### config.mk
export PLATFORM = sky130hd
export DESIGN_NAME = csr_trap_ctrl
export DESIGN_NICKNAME = d
export VERILOG_FILES = /design/src/rtl/csr_trap_ctrl.sv
export SDC_FILE = /design/constraint.sdc
export NUM_CORES = 1
export LEC_CHECK = 0
export ABC_AREA = 1
export CORE_MARGIN = 8
export CORE_UTILIZATION = 32
export CTS_CLUSTER_DIAMETER = 150
export DETAILED_ROUTE_END_ITERATION = 16
export GPL_ROUTABILITY_DRIVEN = 0
export PLACE_DENSITY = 0.82
export SETUP_SLACK_MARGIN = 0.3
export SYNTH_ARGS = -nofsm -noshare
export SYNTH_HDL_FRONTEND = slang
export SYNTH_SLANG_ARGS = --single-unit
### constraint.sdc
create_clock -name clk -period 1.5 [get_ports clk]
set_input_delay 0.3 -clock clk [delete_from_list [all_inputs] [get_ports clk]]
set_output_delay 0.3 -clock clk [all_outputs]
set_load 0.03 [all_outputs]
### src/rtl/csr_trap_ctrl.sv
`default_nettype none
// ============================================================================
// Module   : csr_trap_ctrl
// Purpose  : Machine-mode trap / interrupt sequencer. On ecall, ebreak,
//            a pending enabled interrupt or mret it stalls the pipeline,
//            updates the CSR file through its secondary write port (one
//            CSR per cycle) and then pulses a redirect to the fetch stage.
//
// Ports    : clk, rst_n          - clock, asynchronous active-low reset
//            ecall_i/ebreak_i    - decode: synchronous trap instructions
//            mret_i              - decode: return from trap
//            inst_addr_i         - PC of the instruction in decode
//            jump_flag_i/addr_i  - ex: taken branch/jump and its target
//            int_flag_i          - pending interrupts [0]=timer [1]=external
//            global_int_en_i     - mstatus.MIE
//            ex_csr_we_i         - ex stage owns the CSR write port this cycle
//            csr_mtvec_i/mepc_i/mstatus_i - current CSR values
//            csr_we_o/waddr_o/wdata_o     - secondary CSR write port
//            hold_flag_o         - pipeline stall
//            int_assert_o/int_addr_o      - one-cycle redirect and target
//
// Options  : CSR_TRAP_VECTORED_EN - when defined and mtvec[1:0]==2'b01,
//            asynchronous traps vector to base + 4*cause[30:0].
//
// Revision : 1.0 - initial release
// ============================================================================
module csr_trap_ctrl #(
    parameter int ADDR_W = 32,
    parameter int CSR_AW = 12
) (
    input  logic              clk,
    input  logic              rst_n,
    input  logic              ecall_i,
    input  logic              ebreak_i,
    input  logic              mret_i,
    input  logic [ADDR_W-1:0] inst_addr_i,
    input  logic              jump_flag_i,
    input  logic [ADDR_W-1:0] jump_addr_i,
    input  logic [1:0]        int_flag_i,
    input  logic              global_int_en_i,
    input  logic              ex_csr_we_i,
    input  logic [ADDR_W-1:0] csr_mtvec_i,
    input  logic [ADDR_W-1:0] csr_mepc_i,
    input  logic [ADDR_W-1:0] csr_mstatus_i,
    output logic              csr_we_o,
    output logic [CSR_AW-1:0] csr_waddr_o,
    output logic [ADDR_W-1:0] csr_wdata_o,
    output logic              hold_flag_o,
    output logic              int_assert_o,
    output logic [ADDR_W-1:0] int_addr_o
);

    // ------------------------------------------------------------------------
    // Constants
    // ------------------------------------------------------------------------
    localparam logic [CSR_AW-1:0] c_addr_mstatus = CSR_AW'(12'h300);
    localparam logic [CSR_AW-1:0] c_addr_mepc    = CSR_AW'(12'h341);
    localparam logic [CSR_AW-1:0] c_addr_mcause  = CSR_AW'(12'h342);

    localparam logic [ADDR_W-1:0] c_cause_ecall  = ADDR_W'(11);
    localparam logic [ADDR_W-1:0] c_cause_ebreak = ADDR_W'(3);
    // Interrupt causes carry the interrupt flag in the MSB.
    localparam logic [ADDR_W-1:0] c_cause_timer  = {1'b1, (ADDR_W-1)'(7)};
    localparam logic [ADDR_W-1:0] c_cause_ext    = {1'b1, (ADDR_W-1)'(11)};

    // ------------------------------------------------------------------------
    // State machine encoding
    // ------------------------------------------------------------------------
    typedef enum logic [2:0] {
        S_IDLE      = 3'd0,
        S_W_MEPC    = 3'd1,
        S_W_MCAUSE  = 3'd2,
        S_W_MSTATUS = 3'd3,
        S_T_JUMP    = 3'd4,
        S_R_MSTATUS = 3'd5,
        S_R_JUMP    = 3'd6
    } state_e;

    state_e            state_q, state_d;
    logic [ADDR_W-1:0] cause_q, cause_d;
    logic [ADDR_W-1:0] epc_q,   epc_d;

    // ------------------------------------------------------------------------
    // Event detection. Gated by rst_n so that every output, including the
    // combinational hold, reads zero while reset is asserted.
    // ------------------------------------------------------------------------
    logic w_sync_ev;
    logic w_mret_ev;
    logic w_async_ev;

    assign w_sync_ev  = rst_n & (ecall_i | ebreak_i);
    assign w_mret_ev  = rst_n & mret_i;
    assign w_async_ev = rst_n & global_int_en_i & (|int_flag_i);

    // ------------------------------------------------------------------------
    // mstatus rewrites
    //   trap entry : MPIE <= MIE, MIE <= 0
    //   mret       : MIE  <= MPIE, MPIE <= 1
    // ------------------------------------------------------------------------
    logic [ADDR_W-1:0] w_mstatus_trap;
    logic [ADDR_W-1:0] w_mstatus_mret;

    always_comb begin
        w_mstatus_trap    = csr_mstatus_i;
        w_mstatus_trap[7] = csr_mstatus_i[3];
        w_mstatus_trap[3] = 1'b0;
    end

    always_comb begin
        w_mstatus_mret    = csr_mstatus_i;
        w_mstatus_mret[3] = csr_mstatus_i[7];
        w_mstatus_mret[7] = 1'b1;
    end

    // ------------------------------------------------------------------------
    // Trap vector target. mtvec[1:0] is the mode field and never part of
    // the address.
    // ------------------------------------------------------------------------
    logic [ADDR_W-1:0] w_mtvec_base;
    logic [ADDR_W-1:0] w_trap_target;

    assign w_mtvec_base = {csr_mtvec_i[ADDR_W-1:2], 2'b00};

`ifdef CSR_TRAP_VECTORED_EN
    // Vectored mode applies to interrupts only (cause MSB set); exceptions
    // always enter at the base. The shifted cause wraps within ADDR_W.
    logic w_vectored;

    assign w_vectored    = (csr_mtvec_i[1:0] == 2'b01) && cause_q[ADDR_W-1];
    assign w_trap_target = w_vectored ? (w_mtvec_base + {cause_q[ADDR_W-3:0], 2'b00})
                                      : w_mtvec_base;
`else
    logic w_unused_mtvec_mode;

    assign w_unused_mtvec_mode = &{1'b0, csr_mtvec_i[1:0]};
    assign w_trap_target       = w_mtvec_base;
`endif

    // ------------------------------------------------------------------------
    // State and capture registers
    // ------------------------------------------------------------------------
    always_ff @(posedge clk or negedge rst_n) begin
        if (!rst_n) begin
            state_q <= S_IDLE;
            cause_q <= '0;
            epc_q   <= '0;
        end else begin
            state_q <= state_d;
            cause_q <= cause_d;
            epc_q   <= epc_d;
        end
    end

    // ------------------------------------------------------------------------
    // Next state and outputs
    // ------------------------------------------------------------------------
    always_comb begin
        state_d      = state_q;
        cause_d      = cause_q;
        epc_d        = epc_q;
        csr_we_o     = 1'b0;
        csr_waddr_o  = '0;
        csr_wdata_o  = '0;
        int_assert_o = 1'b0;
        int_addr_o   = '0;
        hold_flag_o  = (state_q != S_IDLE);

        case (state_q)
            S_IDLE: begin
                // Priority: synchronous exception > mret > interrupt.
                // Events seen in any other state are dropped, not queued.
                if (w_sync_ev) begin
                    hold_flag_o = 1'b1;
                    cause_d     = ecall_i ? c_cause_ecall : c_cause_ebreak;
                    epc_d       = inst_addr_i;
                    state_d     = S_W_MEPC;
                end else if (w_mret_ev) begin
                    hold_flag_o = 1'b1;
                    state_d     = S_R_MSTATUS;
                end else if (w_async_ev) begin
                    hold_flag_o = 1'b1;
                    cause_d     = int_flag_i[1] ? c_cause_ext : c_cause_timer;
                    // A taken jump in ex means the instruction in decode is
                    // on the wrong path; resume at the jump target instead.
                    epc_d       = jump_flag_i ? jump_addr_i : inst_addr_i;
                    state_d     = S_W_MEPC;
                end
            end

            // In every write state the ex port wins the CSR file, so the
            // write is held and repeated until ex releases it.
            S_W_MEPC: begin
                csr_we_o    = 1'b1;
                csr_waddr_o = c_addr_mepc;
                csr_wdata_o = epc_q;
                if (!ex_csr_we_i) begin
                    state_d = S_W_MCAUSE;
                end
            end

            S_W_MCAUSE: begin
                csr_we_o    = 1'b1;
                csr_waddr_o = c_addr_mcause;
                csr_wdata_o = cause_q;
                if (!ex_csr_we_i) begin
                    state_d = S_W_MSTATUS;
                end
            end

            S_W_MSTATUS: begin
                csr_we_o    = 1'b1;
                csr_waddr_o = c_addr_mstatus;
                csr_wdata_o = w_mstatus_trap;
                if (!ex_csr_we_i) begin
                    state_d = S_T_JUMP;
                end
            end

            S_T_JUMP: begin
                int_assert_o = 1'b1;
                int_addr_o   = w_trap_target;
                state_d      = S_IDLE;
            end

            S_R_MSTATUS: begin
                csr_we_o    = 1'b1;
                csr_waddr_o = c_addr_mstatus;
                csr_wdata_o = w_mstatus_mret;
                if (!ex_csr_we_i) begin
                    state_d = S_R_JUMP;
                end
            end

            S_R_JUMP: begin
                int_assert_o = 1'b1;
                int_addr_o   = csr_mepc_i;
                state_d      = S_IDLE;
            end

            default: begin
                state_d = S_IDLE;
            end
        endcase
    end

endmodule
`default_nettype wire

* Word-level counts from Yosys, hierarchy flattened
Index checks and enable logic that the tools add are counted.
** Storage, ports and cells
- Register bits after elaboration :: 67
- Input port bits :: 170
- Output and inout port bits :: 79
- Word-level logic and storage cells :: 55
** Operators by class
- Equality and inequality tests :: 12
- Multiplexer cells :: 26
- Bitwise operators :: 5
- Reduce and logical (&&, ||, !) cells :: 9
** Operators by type and width (number)
- $mux 32 :: 7
- $pmux 32 s4 :: 1
- $pmux 32 s2 :: 1
- $pmux 10 s3 :: 1
- $mux 3 :: 7
- $pmux 3 s5 :: 1
- $ne 2x2->1 const B :: 5
- $eq 3x3->1 const B :: 3
- $mux 4 :: 2
- $eq 3x2->1 const B :: 2
- $mux 1 :: 6
- $reduce_or 2->1 :: 3
- $reduce_and 5->1 :: 1
- $and 1x1->1 :: 4
- $ne 4x4->1 const B :: 1
- $reduce_or 4->1 :: 1
- $eq 3x1->1 const B :: 1
- $logic_not 3->1 :: 1
- $reduce_and 3->1 :: 1
- $reduce_bool 3->1 :: 1
- $reduce_bool 2->1 :: 1
- $or 1x1->1 :: 1

* Longest topological paths before layout
Gate-level depths: netlist of the first run.
- Depth in word-level cells :: 6
- Mapped depth :: 9
- Depth with buffers taken out :: 7

* Worst setup path before layout of the first run
Ideal clock, no wire load.
- Path type :: register -> output
- Start point :: register state_q[2]
- End point :: output port csr_wdata_o[0]
- Arrival :: 1587 ps
- Data required time :: 1200 ps
- Setup slack :: -387 ps
- Cell stages (with the launch flop) :: 6
- Path buffers :: 0
- Path through :: dfrtp_1 inv_1 nand2_1 nor2_1 nand2_1 nand3_1
** On the way
- Cells in the longest elaborated chain, start to end :: 2
- Elaborated cells on any way between the ends :: 5
- Classes of those cells :: 4 x eq/ne; 1 x mux
** Ends and longest elaborated chain
- from (decl) :: line 79 : state_e state_q, state_d;
- from (signal assigned) :: line 148 : state_q <= state_d;
- $eq 3x3->1, or another cell as far along :: line 168 : case (state_q)
- $pmux 32 s4 (*) :: line 168
- to (decl) :: line 47 : output logic [ADDR_W-1:0] csr_wdata_o,
Every way passes the cells marked *; elsewhere a longest branch is shown, timed or not.

* Final worst setup path of the first run
- Start point :: register state_q[2]
- End point :: output port csr_wdata_o[20]
The elaborated chain is that of the path after synthesis.

==> impl_metrics.ini, run 1 <==
[route]
wirelength_um = 17060
drc = 0
drt_first_pass_iters = 4
initialDrtViolationCount = 327
via_per_inst = 4.857
vias = 5080
wl_per_cell_um = 16.31
antenna_left = 0

[clock_tree]
cts.clk_slew.worst_paths_ns = 0.09
insertion_delay_ns = 0.29
cts_buffers = 5
clockBufferDepth = 2
h-tree-depth = 2
clock_sinks = 39
clock-root-buffer = clkbuf_8
cts_tree = done

[synth]
synth_cells = 639
synth_warnings = 0
avgSynthCellArea_um2 = 5.463
ys_seq_elements = 39
yosysSeqAreaShare_pct = 27.96
synth_area_leader_cell = nand2_1
yosysTopAreaCellShare_pct = 36.99
synthTopCellsByArea = nand2_1, dfrtp_1, nand3_1
syn-cell-area_mm2 = 0.003491
synth.distinct_cells = 16

[layout]
diodes = 0
layout_common_cells = nand2_1, clkdlybuf4s50_1, nand3_1
final_common_cell = nand2_1
drive_gt1_share_pct = 31.35
utilization_pct = 70.47
area_growth_syn_to_layout_pct = 116.9
nets = 1075

[min_path]
hold_class = input pin to asynchronous set/reset pin

[timing]
finalMaxSlewViolations = 0
clock_skew_ns = 0.007368
min_period_ns = 1.894
fin_ws_ns = -0.3941
fmaxAchievable_ghz = 0.5279
setup_violations = 108
fin_crit_sh_pct = 126.3
grt_setup_unrepaired = true
hold_viol = 0
fin_tns_setup_ns = -29.09

[floorplanning]
dieArea_mm2 = 0.01451
ioPinCount = 249
initial_utilization_pct = 32.49
core_area_mm2 = 0.01075
die_w_um = 120.4
num_rows = 38
die_y_um = 120.4

[worst_setup_path]
required_ns = 1.20
worst-path-max-fanout = 22
criticalPathCategory = register to primary output
cp.arrival_ns = 1.59
critical_path.endpoint_type = primary output
start_kind = register

[power]
p_int_mw = 6.638
p_switching_mw = 6.241
seq_power_share_pct = 14.0
irDropWorstVdd_mv = 0.9074
switching_share_pct = 48.46
p_per_area_mw_per_mm2 = 1701
combPwrFrac_pct = 80.4
p_clk_share_pct = 5.7
p_leak_nw = 3.763

[global_routing]
grt_remaining_overflow = 0
grt_pass1_vias = 5038
grt_usage_pct = 21.37
antenna_found_initial = 0
grt_pass1_wl_um = 25190
grt_max_degree = 65

[placement]
portBuffers = 239
dpl.hpwl_um = 11780

[run_status]
outcome = finished, violations left
violations = negative setup slack

[job]
cap_violations = 0
path summary, 6_finish.rpt:
check,slack [ns],from,depth (start not counted),end
max,-0.39,state_q[2],6,csr_wdata_o[20]
min,0.06,rst_n,2,epc_q[12]
max reg2reg,-0.20,state_q[0],10,epc_q[7]
min reg2reg,0.48,epc_q[23],2,epc_q[23]
max in group asynchronous,0.88,rst_n,2,epc_q[2]
min in group clk,0.48,epc_q[23],2,epc_q[23]
area by class of cell:
| cell class | count | area [µm²] |
|---|---|---|
| Clock inverter | 3 | 20.02 |
| Inverter | 43 | 173.9 |
| Timing Repair Buffer | 304 | 3386 |
| Tap cell | 140 | 175.2 |
| Sequential cell | 39 | 979.7 |
| Multi-Input combinational cell | 512 | 2769 |
| Fill cell | 836 | 3173 |
| Clock buffer | 5 | 68.82 |
sequential cells by signal, indices dropped and copies added (netlist names):
register and count:
cause_q 4, epc_q 32, state_q 3
cell usage after synthesis:
cell type,n
nand3_1,100
dfrtp_1,39
clkbuf_1,20
conb_1,1
nor2_1,17
buf_6,2
nand2_2,1
inv_1,43
nor2_4,2
o21ai_2,1
buf_2,13
a21oi_1,1
buf_4,9
nand2_1,344
o21ai_0,39
buf_1,7
repair_timing:
item | 4_1_cts | 5_1_grt
endpoints found under the setup margin | 111 | 111
gates cloned | 6 | 6
pin swaps | 8 | 7
resized for setup | 125 | 27
hold endpoints to repair | 2 | 0
hold buffers | 1 | 0
buffers inserted | 12 | 2
power groups by stage:
| stage | Combinational [mW] | Clock (mW) | Sequential (mW) |
|---|---|---|---|
| floorplan | 5.04 | 0 | 1.73 |
| global placement | 7.84 | 0 | 1.80 |
| detailed placement | 7.93 | 0 | 1.80 |
| CTS | 9.71 | 0.748 | 1.79 |
| global route | 10.9 | 0.791 | 1.86 |
| finish | 10.3 | 0.728 | 1.80 |
per-stage QoR:
step | std cells | setup slack [ns] | hold WS [ns] | power (mW) | area, µm²
3_3_place_gp | 1011 | -0.1964 | 0.1557 | 9.639 | 6520
4_1_cts | 1038 | -0.3883 | 0.05853 | 12.25 | 7303
6_report | 1046 | -0.3941 | 0.06191 | 12.88 | 7572
3_5_place_dp | 1011 | -0.2321 | 0.1557 | 9.734 | 6520
5_1_grt | 1046 | -0.4424 | 0.08297 | 13.59 | 7572
2_1_floorplan | 645 | 0.08058 | 0.004409 | 6.763 | 4033
worst max-delay path, stage by stage, from the launching register on:
cell,delay [ns]
dfrtp_2,0.44
buf_4,0.16
nor2_4,0.15
buf_12,0.18
nand2_1,0.14
nand2_4,0.09
buf_4,0.15
metal layers:
layer,track usage [%],vias up,wire length (µm)
met5,0,-,0
met4,7.806,0,395
met3,6.387,28,1627
met2,37.83,254,8648
met1,23.69,2282,6388
li1,-,2516,-
kinds of logic after synthesis:
kind of cell | count (synthesis) | synth area share, %
compound gates | 41 | 5.986
buf+inv | 94 | 11.97
flops | 39 | 27.96
other cells | 1 | 0.1074
simple gates | 464 | 53.98
No activity file was read; power rests on OpenSTA's default activity.
==> run 2: changes to the inputs <==
- CORE_AREA: not set -> 8 8 91 93
- CORE_MARGIN: 8 -> not set
- CORE_UTILIZATION: 32 -> not set
- DIE_AREA: not set -> 0 0 99 101
- DONT_BUFFER_PORTS: not set -> 1
- PLACE_DENSITY: 0.82 -> 0.73
==> run 2 against run 1 <==
Compared with the run above:
- the flow finishes with violations (negative hold slack, negative setup slack)
- combinational power decreased by 34%
- sequential cell count unchanged
- worst hold slack got worse by 0.36 ns
- cell count decreased by 31%
- sequential power about the same
- critical path depth decreased by 1
- clock power increased by 23%
- first-iteration DRC count decreased by 39%
- cell area decreased by 38%
- die area decreased by 31%
- sequential share of layout area increased by 7.9 points
- critical endpoint is now int_addr_o[29]
==> impl_metrics.ini, run 2 (synthesis gave the netlist of run 1 again) <==
[worst_setup_path]
critical_path.endpoint_type = primary output
criticalPathCategory = register to primary output
cp.arrival_ns = 1.54
start_kind = register
reg2regPathDepth = 8
worst-path-max-fanout = 15
critPathLaunch = state_q[0]
r2r_start = state_q[0]
required_ns = 1.20

[layout]
drive_gt1_share_pct = 27.88
final_common_cell = nand2_1
top_register = epc_q
reg_top3 = epc_q x32, cause_q x4, state_q x3
nets = 811
final_area_mm2 = 0.004707
area_growth_syn_to_layout_pct = 34.84
diodes = 0
layout_common_cells = nand2_1, nand3_1, nand2_4
num-fill-cells = 610
largest_reg_flops = 32

[clock_tree]
clock-root-buffer = clkbuf_8
cts_tree = done
cts_buffers = 5
clockBufferDepth = 2
clock_sinks = 39
insertion_delay_ns = 0.28
cts.clk_slew.worst_paths_ns = 0.08
h-tree-depth = 2

[placement]
dp_slack_ns = -0.1019
dpl_cell_area_mm2 = 0.004130
portBuffers = 0
dpl.hpwl_um = 9361

[run_status]
outcome = finished, violations left
violations = negative hold slack, negative setup slack

[timing]
finalMaxSlewViolations = 0
grt_setup_unrepaired = true
hold_viol = 39
hold_slack_ns = -0.2971
min_period_ns = 1.843
fin_ws_ns = -0.3427
fmaxAchievable_ghz = 0.5427
fin_crit_sh_pct = 122.8
clock_skew_ns = 0.006230
setup_violations = 106

[power]
p_per_area_mw_per_mm2 = 2027
seq_power_share_pct = 18.9
p_int_mw = 4.260
combPwrFrac_pct = 71.7
switching_share_pct = 55.35
p_switching_mw = 5.280
irDropWorstVdd_mv = 1.125
p_leak_nw = 2.479
p_clk_share_pct = 9.4

[route]
antenna_left = 0
wl_per_cell_um = 17.81
drt_first_pass_iters = 5
initialDrtViolationCount = 200
vias = 3976
drc = 0
wirelength_um = 12890
via_per_inst = 5.492

[floorplanning]
ioPinCount = 249
die_w_um = 99
die_y_um = 101
core_area_mm2 = 0.006943
num_rows = 31
dieArea_mm2 = 0.009999
initial_utilization_pct = 50.28

[global_routing]
grt_pass1_vias = 3859
grt_usage_pct = 23.25
antenna_found_initial = 0
grt_pass1_wl_um = 19000
grt_max_degree = 65
grt_remaining_overflow = 0

[min_path]
hold_class = input pin to asynchronous set/reset pin

[job]
cap_violations = 0
==> run 2: cell count changes in the layout (fill, tap and decap cells not counted), moves of 4 or more <==
cell	delta
buf_12	-5
buf_16	-7
buf_4	-11
buf_6	-67
clkbuf_16	-4
clkdlybuf4s50_1	-165
nand2_1	+18
nand2_2	-44
nand2_4	+28
nand3_1	-12
nand3_2	+12
==> run 2: final timing paths <==
path	end	slack, ns
max reg2reg	cause_q[2]	-0.07
min in group clk	state_q[1]	0.15
min reg2reg	epc_q[24]	0.48
max in group asynchronous	state_q[2]	1.70
max	int_addr_o[29]	-0.34
min	epc_q[5]	-0.30
==> run 2: through the flow <==
stage	util [%]	cells	TNS, ns	hold WS [ns]	total power, mW
floorplan	-	645	0	0.004409	6.763
global placement	59.49	707	-0.9523	0.006281	7.738
detailed placement	59.49	707	-2.338	0.006550	7.868
CTS	64.30	716	-16.97	-0.3061	9.074
global route	67.80	724	-28.68	-0.3130	10.13
finish	67.80	724	-21.53	-0.2971	9.540
==> run 2: what timing repair did <==
item	CTS	global route
hold endpoints to repair	39	39
gates cloned	0	2
pin swaps	5	36
endpoints found under the setup margin	111	111
buffers inserted	1	6
resized for setup	48	38
==> run 2: power groups by stage <==
stage / clock network, mW / logic, mW / registers (mW)
global placement: 0 / 5.93 / 1.81
detailed placement: 0 / 6.04 / 1.82
floorplan: 0 / 5.04 / 1.73
CTS: 0.920 / 6.34 / 1.81
global route: 0.958 / 7.32 / 1.86
finish: 0.899 / 6.84 / 1.80
==> run 2: critical path: stages, from the launching register on <==
cell and delay (ns):
dfrtp_2 0.44, buf_4 0.16, nor2_4 0.16, clkbuf_16 0.21, nand3_1 0.13, nand2_4 0.15
==> run 2: area by class of cell <==
cell class                 instances  area [µm²]  area share [%]
clock buffer                       6       82.58           1.754
clock inverter                     2       35.03          0.7443
timing repair buffer              40       454.2           9.649
multi-input combinational        512        2884           61.27
inverter                          43       168.9           3.589
tap                               82       102.6           2.180
sequential                        39       979.7           20.81
==> run 2: routing by layer <==
metal	routed length, µm	up-vias	global-route usage, %
met4	436	0	10.74
met5	0	-	0
met2	6800	189	42.62
li1	-	1968	-
met3	1066	26	6.215
met1	4590	1793	24.17
==> run 3: changes to the inputs <==
- CORE_AREA: 8 8 91 93 -> 8 8 90 92
- DIE_AREA: 0 0 99 101 -> 0 0 98 100
- HOLD_SLACK_MARGIN: not set -> 0.06
- PLACE_DENSITY: 0.73 -> 0.72
- clock period: 1.5 -> 2.2 ns (I/O delays scaled with it)
==> run 3 against run 2 <==
Compared with the run above:
- the run now ends clean
- total power decreased by 19%
- worst hold slack improved by 0.60 ns
- clock power decreased by 48%
- sequential share of layout area decreased by 1.9 points
- cell area increased by 9.8%
- setup slack improved by 0.40 ns
- critical path depth increased by 1
- clock-buffer cell count increased by 1
- combinational power decreased by 12%
- sequential power decreased by 32%
- first-iteration DRC count increased by 33%
- routed wire length increased by 26%
- critical endpoint is now int_addr_o[13]
==> impl_metrics.ini, run 3 (synthesis gave the netlist of run 1 again) <==
[run_status]
outcome = completed

[placement]
dpl_cell_area_mm2 = 0.004001
dpl.hpwl_um = 9429
placed_cells = 736
portBuffers = 0

[worst_setup_path]
critical_path.endpoint_type = primary output
cpMostUsedCell = buf_6
criticalPathCategory = register to primary output
reg2regPathDepth = 10
cp.arrival_ns = 1.70
required_ns = 1.76
start_kind = register
worst-path-max-fanout = 15
worst_path_largest_cell_delay_ns = 0.43
crit_chain = buf_6 > nor2_4 > bufbuf_16 > nand3_1 > nand2_1 > buf_6
cp_slowest_cell = dfrtp_2

[route]
drt_first_pass_iters = 5
antenna_left = 0
initialDrtViolationCount = 265
wl_per_cell_um = 21.18
drc = 0
vias = 4506
via_per_inst = 5.875
wirelength_um = 16240

[global_routing]
antenna_found_initial = 0
top_usage_layer = met2
grt_use_met3_pct = 6.920
grt_pass1_vias = 4106
met1_usage_pct = 28.01
grt_remaining_overflow = 0
grt_pass1_wl_um = 21880
grt_usage_pct = 27.84
met2_usage_pct = 51.84
grt_max_degree = 65

[power]
total_power_mw = 7.682
p_leak_nw = 2.761
irDropWorstVdd_mv = 0.7056
p_per_area_mw_per_mm2 = 1487

[clock_tree]
clock-root-buffer = clkbuf_8
cts_tree = done
cts.clk_slew.worst_paths_ns = 0.07
clock_sinks = 39
clockBufferDepth = 2
cts_buffers = 5
insertion_delay_ns = 0.29
h-tree-depth = 2

[layout]
drive_gt1_share_pct = 26.78
largest_reg_flops = 32
diodes = 0
stdcell_count = 767
top_register = epc_q
area_growth_syn_to_layout_pct = 47.99
final_common_cell = nand2_1
nets = 856
final_area_mm2 = 0.005166
layout_common_cells = nand2_1, nand3_1, inv_1
reg_top3 = epc_q x32, cause_q x4, state_q x3

[timing]
setup_violations = 0
fmaxAchievable_ghz = 0.4666
grt_setup_unrepaired = true
fin_crit_sh_pct = 97.41
finalMaxSlewViolations = 0
clock_skew_ns = 0.005216
fin_tns_setup_ns = 0
hold_viol = 0
min_period_ns = 2.143

[floorplanning]
initial_utilization_pct = 52.54
num_rows = 30
ioPinCount = 249
dieArea_mm2 = 0.009800
die_y_um = 100
core_area_mm2 = 0.006644
die_w_um = 98

[min_path]
holdPathStages = 2
hold_class = input pin to register

[job]
cap_violations = 0
-- run 3: final cells by class --
type | count | area [µm²]
Clock inverter | 1 | 5.005
Clock buffer | 7 | 76.32
Sequential cell | 39 | 978.4
Multi-Input combinational cell | 512 | 2664
Timing Repair Buffer | 85 | 1171
Fill cell | 448 | 1478
Tap cell | 80 | 100.1
Inverter | 43 | 171.4
-- run 3: metal layers --
metal  up-vias  share of wire (%)
met5         -                  0
met4         0                6.2
met3        72                 10
met2       311                 51
met1      2058                 32
li1       2065                  -
-- run 3: worst paths after layout --
check | start | slack [ns] | endpoint
min in group asynchronous | rst_n | 0.60 | epc_q[6]
max in group asynchronous | rst_n | 1.38 | state_q[2]
min reg2reg | epc_q[27] | 0.48 | epc_q[27]
min | ex_csr_we_i | 0.30 | state_q[2]
max reg2reg | state_q[1] | 0.40 | cause_q[2]
max | state_q[0] | 0.06 | int_addr_o[13]
-- run 3: stage by stage --
step	utilization, %	hold slack (ns)	setup slack, ns
6_report	77.76	0.2979	0.05701
5_1_grt	77.76	0.2953	0.02855
4_1_cts	71.83	0.2827	0.1830
3_5_place_dp	60.23	0.1460	0.2884
3_3_place_gp	60.23	0.1461	0.3240
2_1_floorplan	-	0.1444	0.3353
-- run 3: critical path: cells and delay by family (launching register included) --
kind	cells	cell delay, ns
buffers and inverters	3	0.61
flip-flops	1	0.43
AND/OR/NAND/NOR	3	0.36
-- run 3: power breakdown --
part	total [mW]	internal [mW]	switching (mW)
clock	0.468	0.223	0.246
sequential	1.23	1.02	0.201
combinational	5.99	2.45	3.54
total	7.68	3.70	3.98
-- run 3: what timing repair did --
item,CTS,global route
setup buffers,9,4
setup endpoints to repair,66,66
gates cloned,5,3
gates resized for setup,114,66
hold endpoints to repair,39,0
hold buffers,2,0
pin swaps,27,24
